$ cat src/rtl/bmem_adapter_pkg.sv
// Shared types and constants for the burst-memory adapter.
// Latency: n/a (types only).
// Backpressure: n/a.
package bmem_adapter_pkg;
    localparam int ADDR_BITS = 32;
    localparam int LINE_BITS = 256;
    localparam int BEAT_BITS = 64;
    localparam int BEATS     = 4;
    localparam int OFFS_BITS = 5;

    typedef logic [ADDR_BITS-1:0] addr_t;
    typedef logic [LINE_BITS-1:0] line_t;
    typedef logic [BEAT_BITS-1:0] beat_t;
    typedef logic [1:0]           beat_idx_t;

    typedef enum logic [1:0] {
        IDLE     = 2'd0,
        RD_ISSUE = 2'd1,
        WR_BURST = 2'd2
    } issue_state_e;

    // Line-align an address: the byte offset inside a 32-byte line is dropped.
    function automatic addr_t line_align(input addr_t a);
        return {a[ADDR_BITS-1:OFFS_BITS], {OFFS_BITS{1'b0}}};
    endfunction

    // Beat k of a line lives in bits [64k+63:64k].
    function automatic beat_t line_beat(input line_t l, input beat_idx_t k);
        return l[{k, 6'd0} +: BEAT_BITS];
    endfunction
endpackage

$ cat src/rtl/bmem_adapter_if.sv
// Cache-side request/response ports plus burst-memory port of the adapter.
// Latency: n/a (wiring only).
// Backpressure: valid/ready on requests, bmem_ready on memory issue.
interface bmem_adapter_if;
    import bmem_adapter_pkg::*;

    logic  i_req_valid;
    addr_t i_req_addr;
    logic  i_req_ready;
    logic  i_resp_valid;
    line_t i_resp_data;

    logic  d_req_valid;
    logic  d_req_write;
    addr_t d_req_addr;
    line_t d_req_wdata;
    logic  d_req_ready;
    logic  d_resp_valid;
    line_t d_resp_data;

    addr_t bmem_addr;
    logic  bmem_read;
    logic  bmem_write;
    beat_t bmem_wdata;
    logic  bmem_ready;
    addr_t bmem_raddr;
    beat_t bmem_rdata;
    logic  bmem_rvalid;

    // Adapter side.
    modport slave (
        input  i_req_valid, i_req_addr,
        output i_req_ready, i_resp_valid, i_resp_data,
        input  d_req_valid, d_req_write, d_req_addr, d_req_wdata,
        output d_req_ready, d_resp_valid, d_resp_data,
        output bmem_addr, bmem_read, bmem_write, bmem_wdata,
        input  bmem_ready, bmem_raddr, bmem_rdata, bmem_rvalid
    );

    // Caches plus memory side.
    modport master (
        output i_req_valid, i_req_addr,
        input  i_req_ready, i_resp_valid, i_resp_data,
        output d_req_valid, d_req_write, d_req_addr, d_req_wdata,
        input  d_req_ready, d_resp_valid, d_resp_data,
        input  bmem_addr, bmem_read, bmem_write, bmem_wdata,
        output bmem_ready, bmem_raddr, bmem_rdata, bmem_rvalid
    );
endinterface

$ cat src/rtl/bmem_line_assembler.sv
// Per-port read tracker: holds the outstanding line address and assembles 4 returning beats.
// Latency: resp_vld pulses the cycle after the 4th beat; pending clears at the same edge.
// Backpressure: none; beats are accepted whenever beat_vld is high.
module bmem_line_assembler
    import bmem_adapter_pkg::*;
(
    input  logic  clk,
    input  logic  rst_n,
    input  logic  set_vld,
    input  addr_t set_addr,
    input  logic  beat_vld,
    input  beat_t beat_dat,
    input  addr_t beat_addr,
    output logic  pend,
    output logic  tag_hit,
    output logic  resp_vld,
    output line_t resp_dat
);
    logic      pend_q, pend_d;
    addr_t     addr_q, addr_d;
    beat_idx_t cnt_q, cnt_d;
    line_t     line_q, line_d;
    logic      resp_vld_q, resp_vld_d;

    assign pend     = pend_q;
    assign tag_hit  = pend_q && (line_align(beat_addr) == addr_q);
    assign resp_vld = resp_vld_q;
    assign resp_dat = line_q;

    // Arm on issue; drop each beat into its slot and close out on the last one.
    always_comb begin
        pend_d     = pend_q;
        addr_d     = addr_q;
        cnt_d      = cnt_q;
        line_d     = line_q;
        resp_vld_d = 1'b0;
        if (set_vld) begin
            pend_d = 1'b1;
            addr_d = line_align(set_addr);
            cnt_d  = '0;
        end
        if (beat_vld) begin
            line_d[{cnt_q, 6'd0} +: BEAT_BITS] = beat_dat;
            cnt_d = cnt_q + 2'd1;
            if (cnt_q == beat_idx_t'(BEATS - 1)) begin
                pend_d     = 1'b0;
                resp_vld_d = 1'b1;
            end
        end
    end

    // Tracker state.
    always_ff @(posedge clk or negedge rst_n) begin
        if (!rst_n) begin
            pend_q     <= 1'b0;
            addr_q     <= '0;
            cnt_q      <= '0;
            line_q     <= '0;
            resp_vld_q <= 1'b0;
        end else begin
            pend_q     <= pend_d;
            addr_q     <= addr_d;
            cnt_q      <= cnt_d;
            line_q     <= line_d;
            resp_vld_q <= resp_vld_d;
        end
    end
endmodule

$ cat src/rtl/bmem_adapter.sv
// Arbitrates i/d cache line requests onto one burst memory; reads return tagged beats out of order.
// Latency: request to bmem_read/bmem_write 1 cycle; last read beat to resp_valid 1 cycle.
// Backpressure: requests accepted only in IDLE; read held and write beat held while bmem_ready is low.
module bmem_adapter
    import bmem_adapter_pkg::*;
(
    input  logic          clk,
    input  logic          rst_n,
    bmem_adapter_if.slave bus
);
    issue_state_e state_q, state_d;
    logic         prio_d_q, prio_d_d;     // 1: d wins when both ports are eligible
    logic         rd_is_d_q, rd_is_d_d;   // owner of the read being issued
    line_t        wline_q, wline_d;
    beat_idx_t    beat_q, beat_d;
    addr_t        addr_q, addr_d;
    logic         read_q, read_d;
    logic         write_q, write_d;
    beat_t        wdata_q, wdata_d;

    logic d_pend, i_pend, d_hit, i_hit;
    logic d_elig, i_elig, pick_d, idle, d_take, i_take;
    logic set_d_vld, set_i_vld;
    logic stray_beat;

    assign idle   = (state_q == IDLE);
    assign d_elig = bus.d_req_valid && !d_pend;
    assign i_elig = bus.i_req_valid && !i_pend;
    assign pick_d = d_elig && (!i_elig || prio_d_q);
    // Ready is gated by rst_n so it reads 0 for the whole reset, even with valid high.
    assign d_take = rst_n && idle && pick_d;
    assign i_take = rst_n && idle && i_elig && !pick_d;

    assign bus.d_req_ready = d_take;
    assign bus.i_req_ready = i_take;
    assign bus.bmem_addr   = addr_q;
    assign bus.bmem_read   = read_q;
    assign bus.bmem_write  = write_q;
    assign bus.bmem_wdata  = wdata_q;

    // d claims a shared-address beat first, so a duplicate burst goes to i next.
    assign stray_beat = bus.bmem_rvalid && !d_hit && !i_hit;

    // Issue FSM: latch one request, then hold the read or walk the write beats.
    always_comb begin
        state_d   = state_q;
        prio_d_d  = prio_d_q;
        rd_is_d_d = rd_is_d_q;
        wline_d   = wline_q;
        beat_d    = beat_q;
        addr_d    = addr_q;
        read_d    = read_q;
        write_d   = write_q;
        wdata_d   = wdata_q;
        set_d_vld = 1'b0;
        set_i_vld = 1'b0;
        case (state_q)
            IDLE: begin
                if (d_take) begin
                    prio_d_d = 1'b0;
                    addr_d   = line_align(bus.d_req_addr);
                    if (bus.d_req_write) begin
                        state_d = WR_BURST;
                        write_d = 1'b1;
                        wline_d = bus.d_req_wdata;
                        beat_d  = '0;
                        wdata_d = line_beat(bus.d_req_wdata, 2'd0);
                    end else begin
                        state_d   = RD_ISSUE;
                        read_d    = 1'b1;
                        rd_is_d_d = 1'b1;
                    end
                end else if (i_take) begin
                    prio_d_d  = 1'b1;
                    addr_d    = line_align(bus.i_req_addr);
                    state_d   = RD_ISSUE;
                    read_d    = 1'b1;
                    rd_is_d_d = 1'b0;
                end
            end
            RD_ISSUE: begin
                if (bus.bmem_ready) begin
                    state_d   = IDLE;
                    read_d    = 1'b0;
                    set_d_vld = rd_is_d_q;
                    set_i_vld = !rd_is_d_q;
                end
            end
            WR_BURST: begin
                if (bus.bmem_ready) begin
                    if (beat_q == beat_idx_t'(BEATS - 1)) begin
                        state_d = IDLE;
                        write_d = 1'b0;
                    end else begin
                        beat_d  = beat_q + 2'd1;
                        wdata_d = line_beat(wline_q, beat_q + 2'd1);
                    end
                end
            end
            default: begin
                state_d = IDLE;
                read_d  = 1'b0;
                write_d = 1'b0;
            end
        endcase
    end

    // Issue-side registers; all memory-facing outputs come straight from here.
    always_ff @(posedge clk or negedge rst_n) begin
        if (!rst_n) begin
            state_q   <= IDLE;
            prio_d_q  <= 1'b1;
            rd_is_d_q <= 1'b0;
            wline_q   <= '0;
            beat_q    <= '0;
            addr_q    <= '0;
            read_q    <= 1'b0;
            write_q   <= 1'b0;
            wdata_q   <= '0;
        end else begin
            state_q   <= state_d;
            prio_d_q  <= prio_d_d;
            rd_is_d_q <= rd_is_d_d;
            wline_q   <= wline_d;
            beat_q    <= beat_d;
            addr_q    <= addr_d;
            read_q    <= read_d;
            write_q   <= write_d;
            wdata_q   <= wdata_d;
        end
    end

    // Flags a returning beat that no port is waiting for; the beat is dropped.
    always_ff @(posedge clk) begin
        if (rst_n && bus.bmem_rvalid) begin
            assert (!stray_beat)
                else $warning("bmem_adapter: discarded beat, raddr %h matches no outstanding read", bus.bmem_raddr);
        end
    end

    bmem_line_assembler u_d_asm (
        .clk      (clk),
        .rst_n    (rst_n),
        .set_vld  (set_d_vld),
        .set_addr (addr_q),
        .beat_vld (bus.bmem_rvalid && d_hit),
        .beat_dat (bus.bmem_rdata),
        .beat_addr(bus.bmem_raddr),
        .pend     (d_pend),
        .tag_hit  (d_hit),
        .resp_vld (bus.d_resp_valid),
        .resp_dat (bus.d_resp_data)
    );

    bmem_line_assembler u_i_asm (
        .clk      (clk),
        .rst_n    (rst_n),
        .set_vld  (set_i_vld),
        .set_addr (addr_q),
        .beat_vld (bus.bmem_rvalid && i_hit && !d_hit),
        .beat_dat (bus.bmem_rdata),
        .beat_addr(bus.bmem_raddr),
        .pend     (i_pend),
        .tag_hit  (i_hit),
        .resp_vld (bus.i_resp_valid),
        .resp_dat (bus.i_resp_data)
    );
endmodule

$ cat src/flat_wrapper.sv
// flat-port wrapper written by rule: the top's interface ports become plain ports
module bmem_adapter_flat import bmem_adapter_pkg::*;
  (clk, rst_n, bus_i_req_valid, bus_i_req_addr, bus_i_req_ready, bus_i_resp_valid, bus_i_resp_data, bus_d_req_valid, bus_d_req_write, bus_d_req_addr, bus_d_req_wdata, bus_d_req_ready, bus_d_resp_valid, bus_d_resp_data, bus_bmem_addr, bus_bmem_read, bus_bmem_write, bus_bmem_wdata, bus_bmem_ready, bus_bmem_raddr, bus_bmem_rdata, bus_bmem_rvalid);
  bmem_adapter_if bus_i ();
  input  logic clk;
  input  logic rst_n;
  input wire logic [$bits(bus_i.i_req_valid)-1:0] bus_i_req_valid;
  input wire logic [$bits(bus_i.i_req_addr)-1:0] bus_i_req_addr;
  output wire logic [$bits(bus_i.i_req_ready)-1:0] bus_i_req_ready;
  output wire logic [$bits(bus_i.i_resp_valid)-1:0] bus_i_resp_valid;
  output wire logic [$bits(bus_i.i_resp_data)-1:0] bus_i_resp_data;
  input wire logic [$bits(bus_i.d_req_valid)-1:0] bus_d_req_valid;
  input wire logic [$bits(bus_i.d_req_write)-1:0] bus_d_req_write;
  input wire logic [$bits(bus_i.d_req_addr)-1:0] bus_d_req_addr;
  input wire logic [$bits(bus_i.d_req_wdata)-1:0] bus_d_req_wdata;
  output wire logic [$bits(bus_i.d_req_ready)-1:0] bus_d_req_ready;
  output wire logic [$bits(bus_i.d_resp_valid)-1:0] bus_d_resp_valid;
  output wire logic [$bits(bus_i.d_resp_data)-1:0] bus_d_resp_data;
  output wire logic [$bits(bus_i.bmem_addr)-1:0] bus_bmem_addr;
  output wire logic [$bits(bus_i.bmem_read)-1:0] bus_bmem_read;
  output wire logic [$bits(bus_i.bmem_write)-1:0] bus_bmem_write;
  output wire logic [$bits(bus_i.bmem_wdata)-1:0] bus_bmem_wdata;
  input wire logic [$bits(bus_i.bmem_ready)-1:0] bus_bmem_ready;
  input wire logic [$bits(bus_i.bmem_raddr)-1:0] bus_bmem_raddr;
  input wire logic [$bits(bus_i.bmem_rdata)-1:0] bus_bmem_rdata;
  input wire logic [$bits(bus_i.bmem_rvalid)-1:0] bus_bmem_rvalid;
  assign bus_i.i_req_valid = bus_i_req_valid;
  assign bus_i.i_req_addr = bus_i_req_addr;
  assign bus_i_req_ready = bus_i.i_req_ready;
  assign bus_i_resp_valid = bus_i.i_resp_valid;
  assign bus_i_resp_data = bus_i.i_resp_data;
  assign bus_i.d_req_valid = bus_d_req_valid;
  assign bus_i.d_req_write = bus_d_req_write;
  assign bus_i.d_req_addr = bus_d_req_addr;
  assign bus_i.d_req_wdata = bus_d_req_wdata;
  assign bus_d_req_ready = bus_i.d_req_ready;
  assign bus_d_resp_valid = bus_i.d_resp_valid;
  assign bus_d_resp_data = bus_i.d_resp_data;
  assign bus_bmem_addr = bus_i.bmem_addr;
  assign bus_bmem_read = bus_i.bmem_read;
  assign bus_bmem_write = bus_i.bmem_write;
  assign bus_bmem_wdata = bus_i.bmem_wdata;
  assign bus_i.bmem_ready = bus_bmem_ready;
  assign bus_i.bmem_raddr = bus_bmem_raddr;
  assign bus_i.bmem_rdata = bus_bmem_rdata;
  assign bus_i.bmem_rvalid = bus_bmem_rvalid;
  bmem_adapter u_core (.clk(clk), .rst_n(rst_n), .bus(bus_i));
endmodule
$ cat config.mk
export PLATFORM = sky130hd
export DESIGN_NAME = bmem_adapter_flat
export DESIGN_NICKNAME = d
export VERILOG_FILES = /design/src/rtl/bmem_adapter_pkg.sv /design/src/rtl/bmem_adapter_if.sv /design/src/rtl/bmem_line_assembler.sv /design/src/rtl/bmem_adapter.sv /design/src/flat_wrapper.sv
export SDC_FILE = /design/constraint.sdc
export NUM_CORES = 1
export LEC_CHECK = 0
export ABC_AREA = 1
export CAP_MARGIN = 20
export CORE_AREA = 4 4 400 402
export CTS_BUF_LIST = sky130_fd_sc_hd__clkbuf_8
export CTS_CLUSTER_SIZE = 8
export DETAILED_ROUTE_END_ITERATION = 8
export DIE_AREA = 0 0 404 406
export GPL_ROUTABILITY_DRIVEN = 0
export GPL_TIMING_DRIVEN = 0
export SYNTH_ARGS = -nofsm -noshare
export SYNTH_HDL_FRONTEND = slang
export SYNTH_SLANG_ARGS = --single-unit
$ cat constraint.sdc
create_clock -name clk -period 2.1 [get_ports clk]
set_input_delay 0.42 -clock clk [delete_from_list [all_inputs] [get_ports clk]]
set_output_delay 0.42 -clock clk [all_outputs]
set_load 0.05 [all_outputs]
After elaboration in Yosys (flattened, before gate mapping)
Index checks and enable logic that the tools add are counted.
{"block": "word_totals", "n_memories": 0, "rom_bits": 0, "latchBits": 0, "mem_bits_rw": 0, "register_bits": 934, "wordCells": 130}
{"block": "classes", "multipliers": 0, "n_div": 0, "reduce_logical": 31, "magnitude_cmp": 0, "n_shift": 5, "muxes": 52, "addsub": 5, "n_bitwise": 2, "n_eq_ne": 16}
{"op": "$bwmux 256", "n": 2}
{"op": "$shift 64x10->256 const A", "n": 2}
{"op": "$shiftx 64x10->256", "n": 2}
{"op": "$mux 64", "n": 4}
{"op": "$shiftx 256x9->64", "n": 1}
{"op": "$pmux 64 s2", "n": 1}
{"op": "$mux 32", "n": 2}
{"op": "$eq 27x27->1", "n": 2}
{"op": "$mux 2", "n": 14}
{"op": "$mux 1", "n": 25}
{"op": "$neg 8->10", "n": 2}
{"op": "$logic_and 1x1->1", "n": 12}
{"op": "$ne 2x2->1 const B", "n": 6}
{"op": "$reduce_and 5->1", "n": 2}
{"op": "$eq 2x2->1 const B", "n": 4}
{"op": "$reduce_and 4->1", "n": 2}
{"op": "$reduce_bool 2->1", "n": 4}
{"op": "$add 2x1->2 const B", "n": 3}
{"op": "$logic_not 1->1", "n": 6}
{"op": "$ne 3x3->1 const B", "n": 2}
{"op": "$pmux 1 s3", "n": 2}
{"op": "$pmux 2 s3", "n": 1}
{"op": "$reduce_and 3->1", "n": 2}
{"op": "$pmux 2 s2", "n": 1}
{"op": "other kinds (6)", "n": 7}

Depth between registers and ports, before layout
{"block": "logic_depth", "depth_word": 10, "ltp_mapped": 14, "mapped_depth_nobuf": 12}

Cells and area by module
Synthesis repeated with hierarchy kept, for this count alone.
{"block": "unflattened", "hier_cells": 4575, "hier_area_um2": 39514.1}
{"module": "bmem_adapter", "cells_per_inst": 2096, "n_inst": 1, "seq_area_each_um2": 8884.8, "area_each_um2": 16389.5}
{"module": "bmem_line_assembler at u_core.u_i_asm", "cells_per_inst": 1242, "n_inst": 1, "seq_area_each_um2": 7181.9, "area_each_um2": 11728.7}
{"module": "bmem_line_assembler at u_core.u_d_asm", "cells_per_inst": 1237, "n_inst": 1, "seq_area_each_um2": 7181.9, "area_each_um2": 11395.9}

Worst setup path after synthesis
No wires, ideal clock.
{"block": "synth_timing", "path_type": "flip-flop to flip-flop", "startpoint": "register u_core.u_d_asm.cnt_q[0]", "endpoint": "register u_core.u_d_asm.line_q[181], in the netlist u_core.u_d_asm.resp_dat[181]", "path_buffers": 4, "stages_incl_launch_ff": 11, "slack_ps": 51, "setup_time_ps": 119, "period_less_slack_ps": 2049, "arrival_time_ps": 1930, "t_required_ps": 1981, "path_cell_list": "dfrtp_1 buf_2 inv_1 ha_1 clkbuf_1 nand2_1 clkbuf_1 clkbuf_1 nor3_1 nand4_1 nand2_1"}
{"block": "synth_between", "elab_chain_cells": 3, "elab_cells_between_ends": 4}
{"element": "from (decl)", "line_no": "bmem_line_assembler.sv:21", "source": "beat_idx_t cnt_q, cnt_d;"}
{"element": "from (signal assigned)", "line_no": "bmem_line_assembler.sv:63", "source": "cnt_q <= cnt_d;"}
{"element": "$neg 8->10 (*)", "line_no": "bmem_line_assembler.sv:43", "source": "line_d[{cnt_q, 6'd0} +: BEAT_BITS] = beat_dat;"}
{"element": "$shiftx 64x10->256 or $shift 64x10->256 (tied branches)", "line_no": "bmem_line_assembler.sv:43"}
{"element": "$bwmux 256 (*)", "line_no": "bmem_line_assembler.sv:43"}
{"element": "to (signal assigned)", "line_no": "bmem_line_assembler.sv:64", "source": "line_q <= line_d;"}
{"element": "to (decl)", "line_no": "bmem_line_assembler.sv:22", "source": "line_t line_q, line_d;"}
Every way passes the cells marked *; elsewhere a longest branch is shown, timed or not.
A chain may end at the register's enable or synchronous reset.

Worst setup path after layout
{"block": "layout_timing", "startpoint": "register u_core.state_q[1]", "endpoint": "output bus_i_req_ready"}
{"block": "layout_between", "elab_chain_cells": 4}
{"element": "from (decl)", "line_no": "bmem_adapter.sv:11", "source": "issue_state_e state_q, state_d;"}
{"element": "from (signal assigned)", "line_no": "bmem_adapter.sv:121", "source": "state_q <= state_d;"}
{"element": "$logic_not 2->1", "line_no": "bmem_adapter.sv:26", "source": "assign idle = (state_q == IDLE);"}
{"element": "$logic_and 1x1->1 (3 in series)", "line_no": "bmem_adapter.sv:32", "source": "assign i_take = rst_n && idle && i_elig && !pick_d;"}
{"element": "to (decl)", "line_no": "flat_wrapper.sv:9", "source": "output wire logic [$bits(bus_i.i_req_ready)-1:0] bus_i_req_ready;"}
No other way between the ends.

==> results.md <==
Outcome:
- The run finished, with violations left.
- The final reports fail on negative hold slack, negative setup slack.

Flow run:
- The max-cap check violation count is 0.

Timing:
- In the post-route analysis, the smallest setup slack over all paths is -0.459 ns.
- The upper clock frequency limit is 391 MHz.
- The part of the cycle the worst path needs is 1.22.
- The final-report hold violation count is 202.
- The worst hold-check slack is -0.233 ns.
- The final setup violation count is 485.
- The slew of the pin with the lowest slew margin is 0.921 ns.
- The post-route clock skew is 0.0506 ns.
- Setup repair after global routing could not meet its margin everywhere.
- The max-slew violation count is 0.
- The smallest clock period supported by the final layout is computed as 2.56 ns.
- The worst relative slew slack is 0.386.
- The final setup TNS is -52.54 ns.

Synthesis:
- Yosys mapped the design onto 32 distinct sky130hd cell types.
- The share of synthesized registers carrying an async set or reset is 1.00.
- Averaged over all synthesized cells, the footprint is 7.84 µm².
- The post-synthesis instance area is 0.0437 mm².
- The count of synthesis-stage warnings from yosys is 0.
- The sequential fraction of the synthesis area is 0.532.
- After synthesis the netlist holds a flip-flop and latch count of 929.
- The prevailing post-synth register cell is dfrtp_1.
- Synthesis handed over a netlist of 5577 instances.
- The count of flip-flops with a built-in enable after synthesis is 0.

Floorplan:
- 1037 I/O pins were placed.
- The initial cell density of the core is 0.280.
- The number of rows in the core area is 145.
- In this run the horizontal extent of the chip is 404 µm.
- The core region is 0.156 mm².
- The floorplan die height is 406 µm.
- The area of the die is 0.164 mm².

CTS:
- The master cell of the clock root buffer is clkbuf_8.
- The H-tree generated during clock tree synthesis spans 4 levels.
- The CTS sink count is 929.
- After clock tree synthesis, the clock-pin slew on the worst setup and hold paths is 0.06 ns.
- TritonCTS built the clock tree.
- The clock reaches the later pin of the worst-skew pair after 0.91 ns.
- The number of buffers on the longest clock path is 3.
- The number of clock buffers inserted by TritonCTS is 168.

Layout:
- Compared with the post-synthesis result, the final layout area differs by 51.0%.
- The net count of the finished layout is 7550.
- The share of layout cells above drive strength 1 is 0.264.
- Measured on the finished design, the core utilization comes to 0.423.

Placement:
- The quantity of I/O buffers inserted on ports is 1016.
- The detailed placer's ending HPWL is 182 mm.

GRT:
- The global router's overall resource usage is 0.280.
- The pin count of the biggest net entering global routing is 119.
- For this run the aggregate overflow at the end of global routing stands at 0.
- The via count of the first global-routing pass was 47.2k.
- The first global-routing pass estimated 332 mm of wire.
- The number of antenna violations at the first check in global routing was 21.

Power and ir drop:
- For this design the static power due to leakage is 0.0334 µW.
- The completed layout was analyzed and its total power is 48800 µW.
- IR analysis of the VDD net gives a maximum drop of 0.000639 V.
- The power per unit of standard cell area is 740 mW/mm².

Drt:
- After detailed routing, the total wire length is 244 mm.
- Before antenna repair, the detailed router went through 9 iterations.
- The via-per-instance ratio is 5.13.
- The wire length per cell is 26.2 µm.
- The number of remaining DRC errors is 0.
- For this block, the initial DRC count from the detailed router was 4504.
- The count of nets left with antenna violations once routing finished came out at 0.
- Detailed routing inserted a total of 47.8k vias.

Setup path:
- Data on the critical path is required at its endpoint by 1.68 ns.
- The type of origin of the critical path is a flip-flop.
- The worst setup path is captured at an output port.
- The slowest stage of the critical path belongs to the cell dfrtp_1.
- The arrival time reported for the critical path endpoint is 2.14 ns.
- The largest stage delay on the critical path is 0.42 ns.
- The worst setup path is of the flip-flop to output port kind.
- The worst-path maximum fanout is 3.
- Traced cell by cell, the critical path runs through nor2_4 -> nand2_4 -> nor2_4 -> nand2_2 -> inv_2 -> buf_8 -> buf_8.

Hold path:
- The tightest min-delay check is of the primary input to asynchronous set/reset pin type.
## worst paths after layout
kind                            cells after the start  slack [ns]                      endpoint                    startpoint
worst max-delay path                                7       -0.46               bus_i_req_ready             u_core.state_q[1]
worst min-delay path                                4       -0.23   u_core.u_d_asm.resp_dat[90]                         rst_n
worst max register to register                      8       -0.27    u_core.u_i_asm.resp_dat[3]       u_core.u_i_asm.cnt_q[0]
worst min register to register                      2        0.47  u_core.u_i_asm.resp_dat[183]  u_core.u_i_asm.resp_dat[183]
max in group asynchronous                           7        0.48           u_core.wline_q[184]                         rst_n
min in group clk                                    3        0.09           u_core.wline_q[223]          bus_d_req_wdata[223]
## synth_stat cells, types with 63 or more instances
cell      instances  area, µm²
clkbuf_1        279       1050
o21ai_0         189        946
nand2_1        2269       8520
buf_2            79        395
dfrtp_1         928      23200
inv_1           253        950
nand4_1         514       3220
nor3_1          128        641
a21oi_1         131        656
nand3_1          75        375
nor2_1          491       1840
a32oi_1          63        552
## through the flow
stage / worst slack, ns / area, µm² / instances
after floorplan: 0.0512 / 43700 / 5581
after global placement: -42.71 / 56500 / 8655
after detailed placement: -2.33 / 56800 / 8669
after CTS: -0.570 / 65200 / 9234
after global routing: -0.559 / 66000 / 9313
final: -0.459 / 66000 / 9316
## layout make-up
cell class	instances	area, µm²
Fill cell	15700	90000
Clock buffer	213	2930
Buffer	439	3470
Sequential cell	929	23300
Clock inverter	86	627
Antenna cell	13	32.5
Inverter	265	1020
Tap cell	2058	2570
Timing Repair Buffer	1383	12800
Multi-Input combinational cell	3930	19300
## timing repair
action,in CTS,in global routing
gates cloned,47,38
setup endpoints to repair,1482,1473
endpoints found under the hold margin,564,389
hold buffers,120,13
pin swaps,175,164
setup buffers,105,64
resized for setup,937,2416
## kinds of logic (layout without fill, tap and decap cells)
family / Yosys count / in the layout / synth area share
other cells: 1 / 18 / 0.0000858
buf+inv: 722 / 2386 / 0.0708
compound gates: 413 / 413 / 0.0547
fa+ha+maj: 11 / 11 / 0.00315
simple gates: 3492 / 3492 / 0.338
xor+xnor: 9 / 9 / 0.00180
flops: 929 / 929 / 0.532
## per-layer routing
metal | vias to the layer above | share of wire | track usage | routed length (µm)
li1 | 21300 | - | - | -
met1 | 23100 | 0.36 | 0.314 | 87100
met2 | 2711 | 0.46 | 0.464 | 113000
met3 | 754 | 0.092 | 0.0761 | 22600
met4 | 16 | 0.088 | 0.193 | 21400
met5 | - | 0.00041 | 0 | 100
## registers in the layout, indices dropped and copies added (netlist names), 27 cells and up
register,flops
u_core.bus.bmem_wdata,64
u_core.wline_q,256
u_core.u_d_asm.resp_dat,256
u_core.u_i_asm.resp_dat,256
u_core.bus.bmem_addr,27
u_core.u_d_asm.addr_q,27
u_core.u_i_asm.addr_q,27
## worst max-delay path: cells and delay by family, from the launching register on
family        cells  cell delay, ns
simple gates      4            0.50
buf+inv           3            0.32
flops             1            0.42
## cells in the final DEF (no fill, tap or decap), types with 124 or more instances in the layout
| master | count |
|---|---|
| clkbuf_8 | 218 |
| clkdlybuf4s50_1 | 406 |
| nor2_1 | 471 |
| nor3_1 | 124 |
| nand2_2 | 299 |
| nand2_1 | 1855 |
| dlygate4sd3_1 | 124 |
| inv_1 | 292 |
| clkbuf_2 | 502 |
| nand4_1 | 514 |
| a21oi_1 | 129 |
| dfrtp_1 | 915 |
| o21ai_0 | 184 |
## power breakdown
part | switching, µW | total [µW] | internal (µW)
clock network | 8520 | 18400 | 9920
logic | 7790 | 11200 | 3430
registers | 639 | 19200 | 18500
total | 16900 | 48800 | 31900
No activity file was read; power rests on OpenSTA's default activity.
